<file path="src/rtl/xain_pkg.sv">
// Shared types for the SDRAM stream reader.
// Read FSM state encoding and byte-lane offsets within a 16-bit SDRAM word.
package xain_pkg;

   typedef enum logic [2:0] {
      RD_IDLE,
      RD_ISSUE,
      RD_WAIT,
      RD_DRAIN,
      RD_ABORT
   } sdr_rd_state_t;

   localparam int LANE_LO_LSB = 0;
   localparam int LANE_HI_LSB = 8;

endpackage

</file>
<file path="src/rtl/sdr_word_fifo.sv">
// Small synchronous word FIFO between SDRAM reads and the byte stream.
// DEPTH must be a power of two; flush empties it in one cycle.
module sdr_word_fifo #(
   parameter int DEPTH = 2,
   parameter int W     = 16
) (
   input  logic                     clk,
   input  logic                     reset,
   input  logic                     flush,
   input  logic                     wr_en,
   input  logic [W-1:0]             wr_data,
   input  logic                     rd_en,
   output logic [W-1:0]             rd_data,
   output logic                     full,
   output logic                     empty,
   output logic [$clog2(DEPTH):0]   count
);

   localparam int PW = $clog2(DEPTH);

   logic [W-1:0]  mem_q [DEPTH];
   logic [PW-1:0] wp_q;
   logic [PW-1:0] rp_q;
   logic [PW:0]   cnt_q;
   logic          wr_ok;
   logic          rd_ok;

   assign full    = (cnt_q == (PW+1)'(DEPTH));
   assign empty   = (cnt_q == '0);
   assign count   = cnt_q;
   assign wr_ok   = wr_en && !full;
   assign rd_ok   = rd_en && !empty;
   assign rd_data = mem_q[rp_q];

   // Pointer and occupancy bookkeeping.
   always_ff @(posedge clk) begin
      if (reset || flush) begin
         wp_q  <= '0;
         rp_q  <= '0;
         cnt_q <= '0;
      end else begin
         if (wr_ok)
            wp_q <= wp_q + PW'(1);
         if (rd_ok)
            rp_q <= rp_q + PW'(1);
         cnt_q <= cnt_q + (PW+1)'(wr_ok)
                        - (PW+1)'(rd_ok);
      end
   end

   // Storage array; contents are don't-care while empty.
   always_ff @(posedge clk) begin
      if (wr_ok)
         mem_q[wp_q] <= wr_data;
   end

endmodule

</file>
<file path="src/rtl/sdr_stream_reader.sv">
// Fetches a byte range from SDRAM over a toggle channel as a byte stream.
// Define SDR_READER_SUM_EN to add the out_sum running byte checksum.
module sdr_stream_reader
   import xain_pkg::*;
#(
   parameter int ADDR_W     = 25,
   parameter int LEN_W      = 25,
   parameter int FIFO_DEPTH = 2
) (
   input  logic              clk,
   input  logic              reset,
   input  logic              start,
   input  logic [ADDR_W-1:0] start_addr,
   input  logic [LEN_W-1:0]  length,
   input  logic              abort,
   output logic              busy,
   output logic              done,
   output logic [ADDR_W-1:0] sdr_addr,
   output logic              sdr_req,
   input  logic              sdr_rdy,
   input  logic [15:0]       sdr_dout,
   output logic [7:0]        out_data,
   output logic              out_valid,
   input  logic              out_ready,
   output logic              out_last
`ifdef SDR_READER_SUM_EN
   ,
   output logic [15:0]       out_sum
`endif
);

   localparam int PW = $clog2(FIFO_DEPTH);

   sdr_rd_state_t     state_q, state_d;
   logic [ADDR_W-1:0] addr_q, addr_d;
   logic [ADDR_W-1:0] saddr_q, saddr_d;
   logic [LEN_W-1:0]  words_q, words_d;
   logic [LEN_W-1:0]  bytes_q, bytes_d;
   logic              lane_q, lane_d;
   logic              req_q, req_d;
   logic              done_q, done_d;
`ifdef SDR_READER_SUM_EN
   logic [15:0]       sum_q, sum_d;
`endif

   logic              fifo_wr;
   logic              fifo_flush;
   logic [15:0]       fifo_head;
   logic              fifo_full;
   logic              fifo_empty;
   logic [PW:0]       fifo_cnt;

   logic              completed;
   logic              abort_eff;
   logic              acc;
   logic              last_acc;
   logic              pop;
   logic              slot_after;
   logic [LEN_W:0]    wc_sum;
   logic [7:0]        lane_byte;

   sdr_word_fifo #(
      .DEPTH (FIFO_DEPTH),
      .W     (16)
   ) u_fifo (
      .clk     (clk),
      .reset   (reset),
      .flush   (fifo_flush),
      .wr_en   (fifo_wr),
      .wr_data (sdr_dout),
      .rd_en   (pop),
      .rd_data (fifo_head),
      .full    (fifo_full),
      .empty   (fifo_empty),
      .count   (fifo_cnt)
   );

   assign completed = (sdr_rdy == req_q);
   assign abort_eff = abort
                   && (state_q != RD_IDLE)
                   && (state_q != RD_ABORT);

   assign lane_byte = lane_q
                    ? fifo_head[LANE_HI_LSB +: 8]
                    : fifo_head[LANE_LO_LSB +: 8];

   assign out_valid = !fifo_empty;
   assign out_data  = out_valid ? lane_byte : 8'h00;
   assign out_last  = out_valid
                   && (bytes_q == LEN_W'(1));

   assign acc      = out_valid && out_ready && !abort_eff;
   assign last_acc = acc && (bytes_q == LEN_W'(1));
   assign pop      = acc
                  && (lane_q || (bytes_q == LEN_W'(1)));

   // A slot stays free after this cycle's write unless the FIFO would fill.
   assign slot_after = pop
                    || (fifo_cnt < (PW+1)'(FIFO_DEPTH - 1));

   // Words spanned, including a leading odd byte.
   assign wc_sum = {1'b0, length}
                 + (LEN_W+1)'(start_addr[0])
                 + (LEN_W+1)'(1);

   assign busy     = (state_q != RD_IDLE);
   assign done     = done_q;
   assign sdr_req  = req_q;
   assign sdr_addr = saddr_q;
`ifdef SDR_READER_SUM_EN
   assign out_sum  = sum_q;
`endif

   // Next-state logic for the fetch FSM, counters and byte lane.
   always_comb begin
      state_d    = state_q;
      addr_d     = addr_q;
      saddr_d    = saddr_q;
      words_d    = words_q;
      bytes_d    = bytes_q;
      lane_d     = lane_q;
      req_d      = req_q;
      done_d     = 1'b0;
      fifo_wr    = 1'b0;
      fifo_flush = 1'b0;
`ifdef SDR_READER_SUM_EN
      sum_d      = sum_q;
`endif

      if (acc) begin
         bytes_d = bytes_q - LEN_W'(1);
         lane_d  = ~pop;
`ifdef SDR_READER_SUM_EN
         sum_d   = sum_q + {8'h00, out_data};
`endif
      end

      if (last_acc)
         done_d = 1'b1;

      unique case (state_q)
         RD_IDLE: begin
            if (start && !abort) begin
               addr_d  = {start_addr[ADDR_W-1:1], 1'b0};
               words_d = LEN_W'(wc_sum >> 1);
               bytes_d = length;
               lane_d  = start_addr[0];
`ifdef SDR_READER_SUM_EN
               sum_d   = '0;
`endif
               if (length == '0)
                  done_d  = 1'b1;
               else
                  state_d = RD_ISSUE;
            end
         end

         RD_ISSUE: begin
            if (abort_eff) begin
               fifo_flush = 1'b1;
               state_d    = RD_IDLE;
            end else if (completed) begin
               req_d   = ~req_q;
               saddr_d = addr_q;
               addr_d  = addr_q + ADDR_W'(2);
               words_d = words_q - LEN_W'(1);
               state_d = RD_WAIT;
            end
         end

         RD_WAIT: begin
            if (abort_eff) begin
               fifo_flush = 1'b1;
               state_d    = completed ? RD_IDLE
                                      : RD_ABORT;
            end else if (completed) begin
               fifo_wr = 1'b1;
               if ((words_q != '0) && slot_after)
                  state_d = RD_ISSUE;
               else
                  state_d = RD_DRAIN;
            end
         end

         RD_DRAIN: begin
            if (abort_eff) begin
               fifo_flush = 1'b1;
               state_d    = RD_IDLE;
            end else if (words_q != '0) begin
               if (!fifo_full)
                  state_d = RD_ISSUE;
            end else if (last_acc) begin
               state_d = RD_IDLE;
            end
         end

         RD_ABORT: begin
            if (completed)
               state_d = RD_IDLE;
         end

         default: begin
            state_d = RD_IDLE;
         end
      endcase
   end

   // State register with synchronous reset.
   always_ff @(posedge clk) begin
      if (reset) begin
         state_q <= RD_IDLE;
         addr_q  <= '0;
         saddr_q <= '0;
         words_q <= '0;
         bytes_q <= '0;
         lane_q  <= 1'b0;
         req_q   <= 1'b0;
         done_q  <= 1'b0;
      end else begin
         state_q <= state_d;
         addr_q  <= addr_d;
         saddr_q <= saddr_d;
         words_q <= words_d;
         bytes_q <= bytes_d;
         lane_q  <= lane_d;
         req_q   <= req_d;
         done_q  <= done_d;
      end
   end

`ifdef SDR_READER_SUM_EN
   // Running byte checksum register.
   always_ff @(posedge clk) begin
      if (reset)
         sum_q <= '0;
      else
         sum_q <= sum_d;
   end
`endif

endmodule
</file>
<file path="config.mk">
export PLATFORM = sky130hd
export DESIGN_NAME = sdr_stream_reader
export DESIGN_NICKNAME = d
export VERILOG_FILES = /design/src/rtl/xain_pkg.sv /design/src/rtl/sdr_word_fifo.sv /design/src/rtl/sdr_stream_reader.sv
export SDC_FILE = /design/constraint.sdc
export NUM_CORES = 1
export LEC_CHECK = 0
export ABC_AREA = 1
export BUFFER_PORTS_ARGS = -buffer_cell sky130_fd_sc_hd__buf_2
export CAP_MARGIN = 0
export CORE_MARGIN = 4
export CORE_UTILIZATION = 59
export CTS_BUF_LIST = sky130_fd_sc_hd__clkbuf_16
export CTS_CLUSTER_SIZE = 16
export DETAILED_ROUTE_END_ITERATION = 8
export PLACE_DENSITY_LB_ADDON = 0.15
export SYNTH_ARGS = -nofsm -noshare
export SYNTH_HDL_FRONTEND = slang
export SYNTH_HIERARCHICAL = 1
export SYNTH_SLANG_ARGS = --single-unit
</file>
<file path="constraint.sdc">
create_clock -name clk -period 2.5 [get_ports clk]
set_input_delay 0.5 -clock clk [delete_from_list [all_inputs] [get_ports clk]]
set_output_delay 0.5 -clock clk [all_outputs]
set_load 0.01 [all_outputs]
</file>
# After elaboration in Yosys (flattened, before gate mapping)
# Memory sizes are Yosys's and may differ from the RTL's. A register that Yosys moved wholly into a read port is not among the register bits.
# Cells that the tools add are included.
dict set report totals {
  memories 1
  out_inout_bits 38
  ff_bits 110
  in_bits 72
  wordCells 113
  ram_bits 32
}
# memory depth word_bits read_ports rd_clocked_by_memory_dff write_ports line
set mem_list {}
lappend mem_list {u_fifo.mem_q 2 16 1 1 1 sdr_word_fifo.sv:21} ;# logic [W-1:0] mem_q [DEPTH];
dict set report classes {
  n_eq_ne 17
  n_bitwise 3
  magnitude_cmp 1
  n_mux 43
  n_reduce_logical 28
  n_addsub 9
}
# cell n
set op_table {}
lappend op_table {{$mux 25} 9}
lappend op_table {{$pmux 25 s2} 2}
lappend op_table {{$sub 25x1->25 const B} 2}
lappend op_table {{$mux 3} 12}
lappend op_table {{$add 25x1->26} 1}
lappend op_table {{$add 26x1->26 const B} 1}
lappend op_table {{$add 25x2->25 const B} 1}
lappend op_table {{$eq 25x1->1 const B} 1}
lappend op_table {{$logic_not 25->1} 1}
lappend op_table {{$reduce_bool 25->1} 1}
lappend op_table {{$mux 1} 16}
lappend op_table {{$mux 8} 2}
lappend op_table {{$pmux 3 s5} 1}
lappend op_table {{$logic_and 1x1->1} 11}
lappend op_table {{$ne 2x2->1 const B} 5}
lappend op_table {{$ne 3x3->1 const B} 3}
lappend op_table {{$ne 4x4->1 const B} 2}
lappend op_table {{$reduce_and 7->1} 1}
lappend op_table {{$eq 3x2->1 const B} 2}
lappend op_table {{$logic_not 1->1} 4}
lappend op_table {{$reduce_and 4->1} 1}
lappend op_table {{$eq 3x1->1 const B} 1}
lappend op_table {{$eq 3x3->1 const B} 1}
lappend op_table {{$logic_not 3->1} 1}
lappend op_table {{other kinds (14)} 19}

# Longest topological paths before layout
dict set report depth {
  depth_word 12
  mapped_depth 18
  depth_no_buf 18
}

# Cells and area by module
# Netlist, hierarchy kept.
# mod area_per_inst_um2 cells_per_inst instances seq_area_each_um2
set by_module_without_submodules {}
lappend by_module_without_submodules {sdr_stream_reader 6857.8 1116 1 2082.0}
lappend by_module_without_submodules {sdr_word_fifo 1461.4 88 1 1061.0}

# Worst setup path before layout
# Ideal clock, no wire load.
dict set report synth_timing {
  path_kind {register to register}
  start {register state_q[1]}
  end {memory u_fifo.mem_q[0][0], enable pin}
  arrival_ns 1.813
  path_slack_ns 0.298
  required_ns 2.112
  path_buffers 0
  path_stages_with_launch 9
  cell_sequence {dfxtp_1 inv_1 nor3_1 inv_1 nor2_1 inv_1 nor2_1 nand2_1 nor2_1}
}
dict set report synth_between {
  elab_chain_len 8
}
# item line
set synth_rtl {}
lappend synth_rtl {{start, declared} sdr_stream_reader.sv:34} ;# sdr_rd_state_t state_q, state_d;
lappend synth_rtl {{start signal, assigned} sdr_stream_reader.sv:220} ;# state_q <= state_d;
lappend synth_rtl {{$reduce_bool 3->1} sdr_stream_reader.sv:80} ;# && (state_q != RD_IDLE)
lappend synth_rtl {{$logic_and 1x1->1} sdr_stream_reader.sv:80}
lappend synth_rtl {{$logic_and 1x1->1} sdr_stream_reader.sv:81} ;# && (state_q != RD_ABORT);
lappend synth_rtl {{$mux 1} sdr_stream_reader.sv:172} ;# if (abort_eff) begin
lappend synth_rtl {{$mux 1 *} sdr_stream_reader.sv:141} ;# unique case (state_q)
lappend synth_rtl {{net fifo_wr} sdr_stream_reader.sv:46} ;# logic fifo_wr;
lappend synth_rtl {{$logic_and 1x1->1 *} sdr_word_fifo.sv:31} ;# assign wr_ok = wr_en && !full;
lappend synth_rtl {{$mux 1 *} sdr_word_fifo.sv:53} ;# if (wr_ok)
lappend synth_rtl {{$mux 1 (implied by the code) *} sdr_word_fifo.sv:54} ;# mem_q[wp_q] <= wr_data;
lappend synth_rtl {{end, declared} sdr_word_fifo.sv:21}
# Mark *: on every way through the listed nets, which the timed path passes. The rest lies on a longest branch.

==> results_dict.tcl <==
set metrics [dict create \
    cts.sinks 141 \
    clock_path_buffers 2 \
    dp_hpwl_mm 16.98 \
    grt_usage 0.2976 \
    htree_levels 4 \
    worstPathArrival_ps 1810 \
    ys_seq_area_frac 0.3778 \
    antenna_found_initial 0 \
    synthCells 1204 \
    syn_to_final_growth_pct 16.66 \
    timing.hold.ws_ps 260.0 \
    multi_input_area_um2 4498 \
    numPortBuffers 108 \
    worstSetupStartpointType "flip-flop" \
    final_cells 1508 \
    wl_mm 23.60 \
    min_path_type "input port to flip-flop" \
    synth.cell_area_um2 8319 \
    fmax_ghz 0.4332 \
    vias_per_cell 5.626 \
    ios 110 \
    end_kind "output port" \
    root_buffer "clkbuf_16" \
    ff_latch_area_um2 3146 \
    outcome "finished clean" \
    max-vdd-ir-drop_v 0.0006713 \
    die-area_um2 16060 \
    finalWorstSetupSlack_ps 191.4 \
    dieWidth_um 126.7 \
    dr_total_vias 8484 \
    placed_cell_area_um2 9095 \
    cp_max_fo 16 \
    period_minus_slack_ps 2309 \
    syn_avg_cell_area_um2 6.910 \
    ys_seq_elements 141 \
    clkLatencyLatePin_ps 430 \
    coreArea_um2 13830 \
    cellLeakagePower_uw 0.004362 \
    cts_buffers 17 \
    place.gp.congestion 0.9413 \
    p_total_uw 7545 \
    drtPass1Iterations 6 \
    antenna_cells 0 \
    critPathKind "flip-flop to output port" \
    ys.flop_type "dfxtp_1" \
    die_h_um 126.7 \
    ys_types 45 \
    hold_viol 0 \
    design_area_um2 9706 \
    yosysWarnings 6 \
    nets 1395 \
    p_per_area_nw_per_um2 777.4 \
    critPathRequiredTime_ps 2000 \
    grt_max_degree 60 \
    syn_nets 1284 \
    clkTransAtPathRegs_ps 60 \
    drc 0 \
    grt_pass1_vias 8007 \
    slew_violations 0 \
    ant_nets 0 \
    drtIter0Drc 935 \
    grt_pass1_wl_mm 38.82 \
    setup_viol 0 \
    tightestPinTransition_ps 617.9 \
    drive_gt1_frac 0.1566 \
    cap_violations 0 \
    maxSlewHeadroom 0.5880 \
    dp_slack_ps 127.2 \
    drt-wirelength-per-cell_um 15.65 \
    synth_edf_count 32 \
    gr-total-overflow 0 \
    ys_async_sr_fraction 0 \
    cts_tree "yes" \
    finalCritPeriodShare 0.9234 \
    fill_cells 1216 \
    dp.cells 1475 \
    num_rows 43 \
    finClkSkew_ps 9.960 \
    start_util 0.6017 \
]
-- cell type report --
type | count | share of cell area
inverters | 128 | 0.04950
clock buffers | 18 | 0.04641
flip-flops and latches | 141 | 0.3241
repair buffers | 136 | 0.07864
multi-input cells | 891 | 0.4635
well taps | 180 | 0.02320
clock inverters | 14 | 0.01470
-- critical path, stage by stage (launching register included) --
cell and delay [ps]:
dfxtp_1 310, buf_4 270, mux2_4 330, o21ai_0 230
nor2_1 90, buf_2 160
-- layer usage --
layer	share of wire	global-route usage
met5	0	0
met4	0.025	0.1035
met3	0.074	0.06063
met2	0.46	0.4816
met1	0.44	0.3975
-- timing repair --
item                       in CTS  in global routing
resized for setup               0                  5
setup endpoints to repair       0                  1
buffers inserted                0                  1
hold buffers                    0                  0
hold endpoints to repair        0                  0
-- logic make-up after synthesis --
family / after synthesis / share of synthesized area
AND/OR/NAND/NOR: 595 / 0.3064
AO/OA/AOI/OAI: 238 / 0.1600
buffers and inverters: 172 / 0.08242
flip-flops: 141 / 0.3778
XOR/XNOR: 33 / 0.03474
multiplexers: 16 / 0.02617
adder cells (fa/ha/maj): 8 / 0.01203
other: 1 / 0.0004508
-- through the flow --
step / TNS [ps] / utilization
after global placement: 0 / 0.6578
final: 0 / 0.7019
after CTS: 0 / 0.7007
after floorplan: 0 / -
after global routing: -37.15 / 0.7019
after detailed placement: 0 / 0.6578
-- worst paths after layout --
kind                                  from                       endpoint  slack [ps]  cells past startpoint
setup / recovery                 flip-flop                    out_data[1]         190                      5
hold / removal                sdr_dout[15]  u_fifo/mem_q[1][15]$_DFFE_PP_         260                      1
setup reg to reg   state_q[0]$_SDFFE_PP0P_     u_fifo/count[1]$_SDFF_PP0_         250                     15
hold reg to reg   words_q[19]$_SDFFE_PP0P_       words_q[19]$_SDFFE_PP0P_         500                      2
-- cells in the mapped netlist, types with 2 or more instances --
cell | n | area (um2)
inv_1 | 124 | 465.5
xor2_1 | 20 | 175.2
o22ai_1 | 2 | 12.51
ha_1 | 8 | 100.1
o211ai_1 | 16 | 120.1
a211oi_1 | 2 | 15.01
o21ai_0 | 109 | 545.5
buf_1 | 2 | 7.510
nor2_2 | 4 | 25.02
mux2_2 | 6 | 67.56
nor3b_1 | 2 | 15.01
edfxtp_1 | 32 | 960.9
nor2_1 | 182 | 683.2
mux2_4 | 10 | 150.1
o21bai_1 | 6 | 45.04
o21a_1 | 9 | 67.56
nor3_1 | 39 | 195.2
xnor2_1 | 13 | 113.9
nand3_1 | 94 | 470.5
buf_2 | 7 | 35.03
dfxtp_1 | 109 | 2182
nand2_1 | 231 | 867.1
buf_4 | 2 | 15.01
a31oi_1 | 6 | 37.54
nand4_1 | 22 | 137.6
o221ai_1 | 3 | 26.28
clkbuf_1 | 31 | 116.4
a21oi_1 | 74 | 370.4
inv_2 | 4 | 15.01
nand3b_1 | 7 | 52.55
o21ai_1 | 6 | 30.03
or2_2 | 7 | 43.79
nor2_4 | 3 | 33.78
-- sequential cells by signal (all words and copies together), names as in the netlist, named ones only --
register and cells:
addr_q 24, lane_q 1, state_q 3, bytes_q 25, u_fifo/rp_q 1, sdr_addr 24
done 1, words_q 25, u_fifo/wp_q 1, u_fifo/mem_q 32, u_fifo/count 2, sdr_req 1
-- layout by cell type (no fill, tap or decap), types with 27 or more instances in the layout --
cell      Yosys  routed
nand3_1      94      94
buf_4         2      27
dfxtp_1     109     107
buf_2         7     108
nor2_1      182     179
nand2_1     231     231
a21oi_1      74      74
inv_1       124     126
o21ai_0     109     109
edfxtp_1     32      32
nor3_1       39      39
-- where the power goes --
group	leakage [uW]	internal, uW	switching, uW
clock network	0.000291	1520	1010
registers	0.00118	2580	250
logic	0.00289	755	1430
total	0.00436	4860	2690
Power figures use the tool's default switching activity.
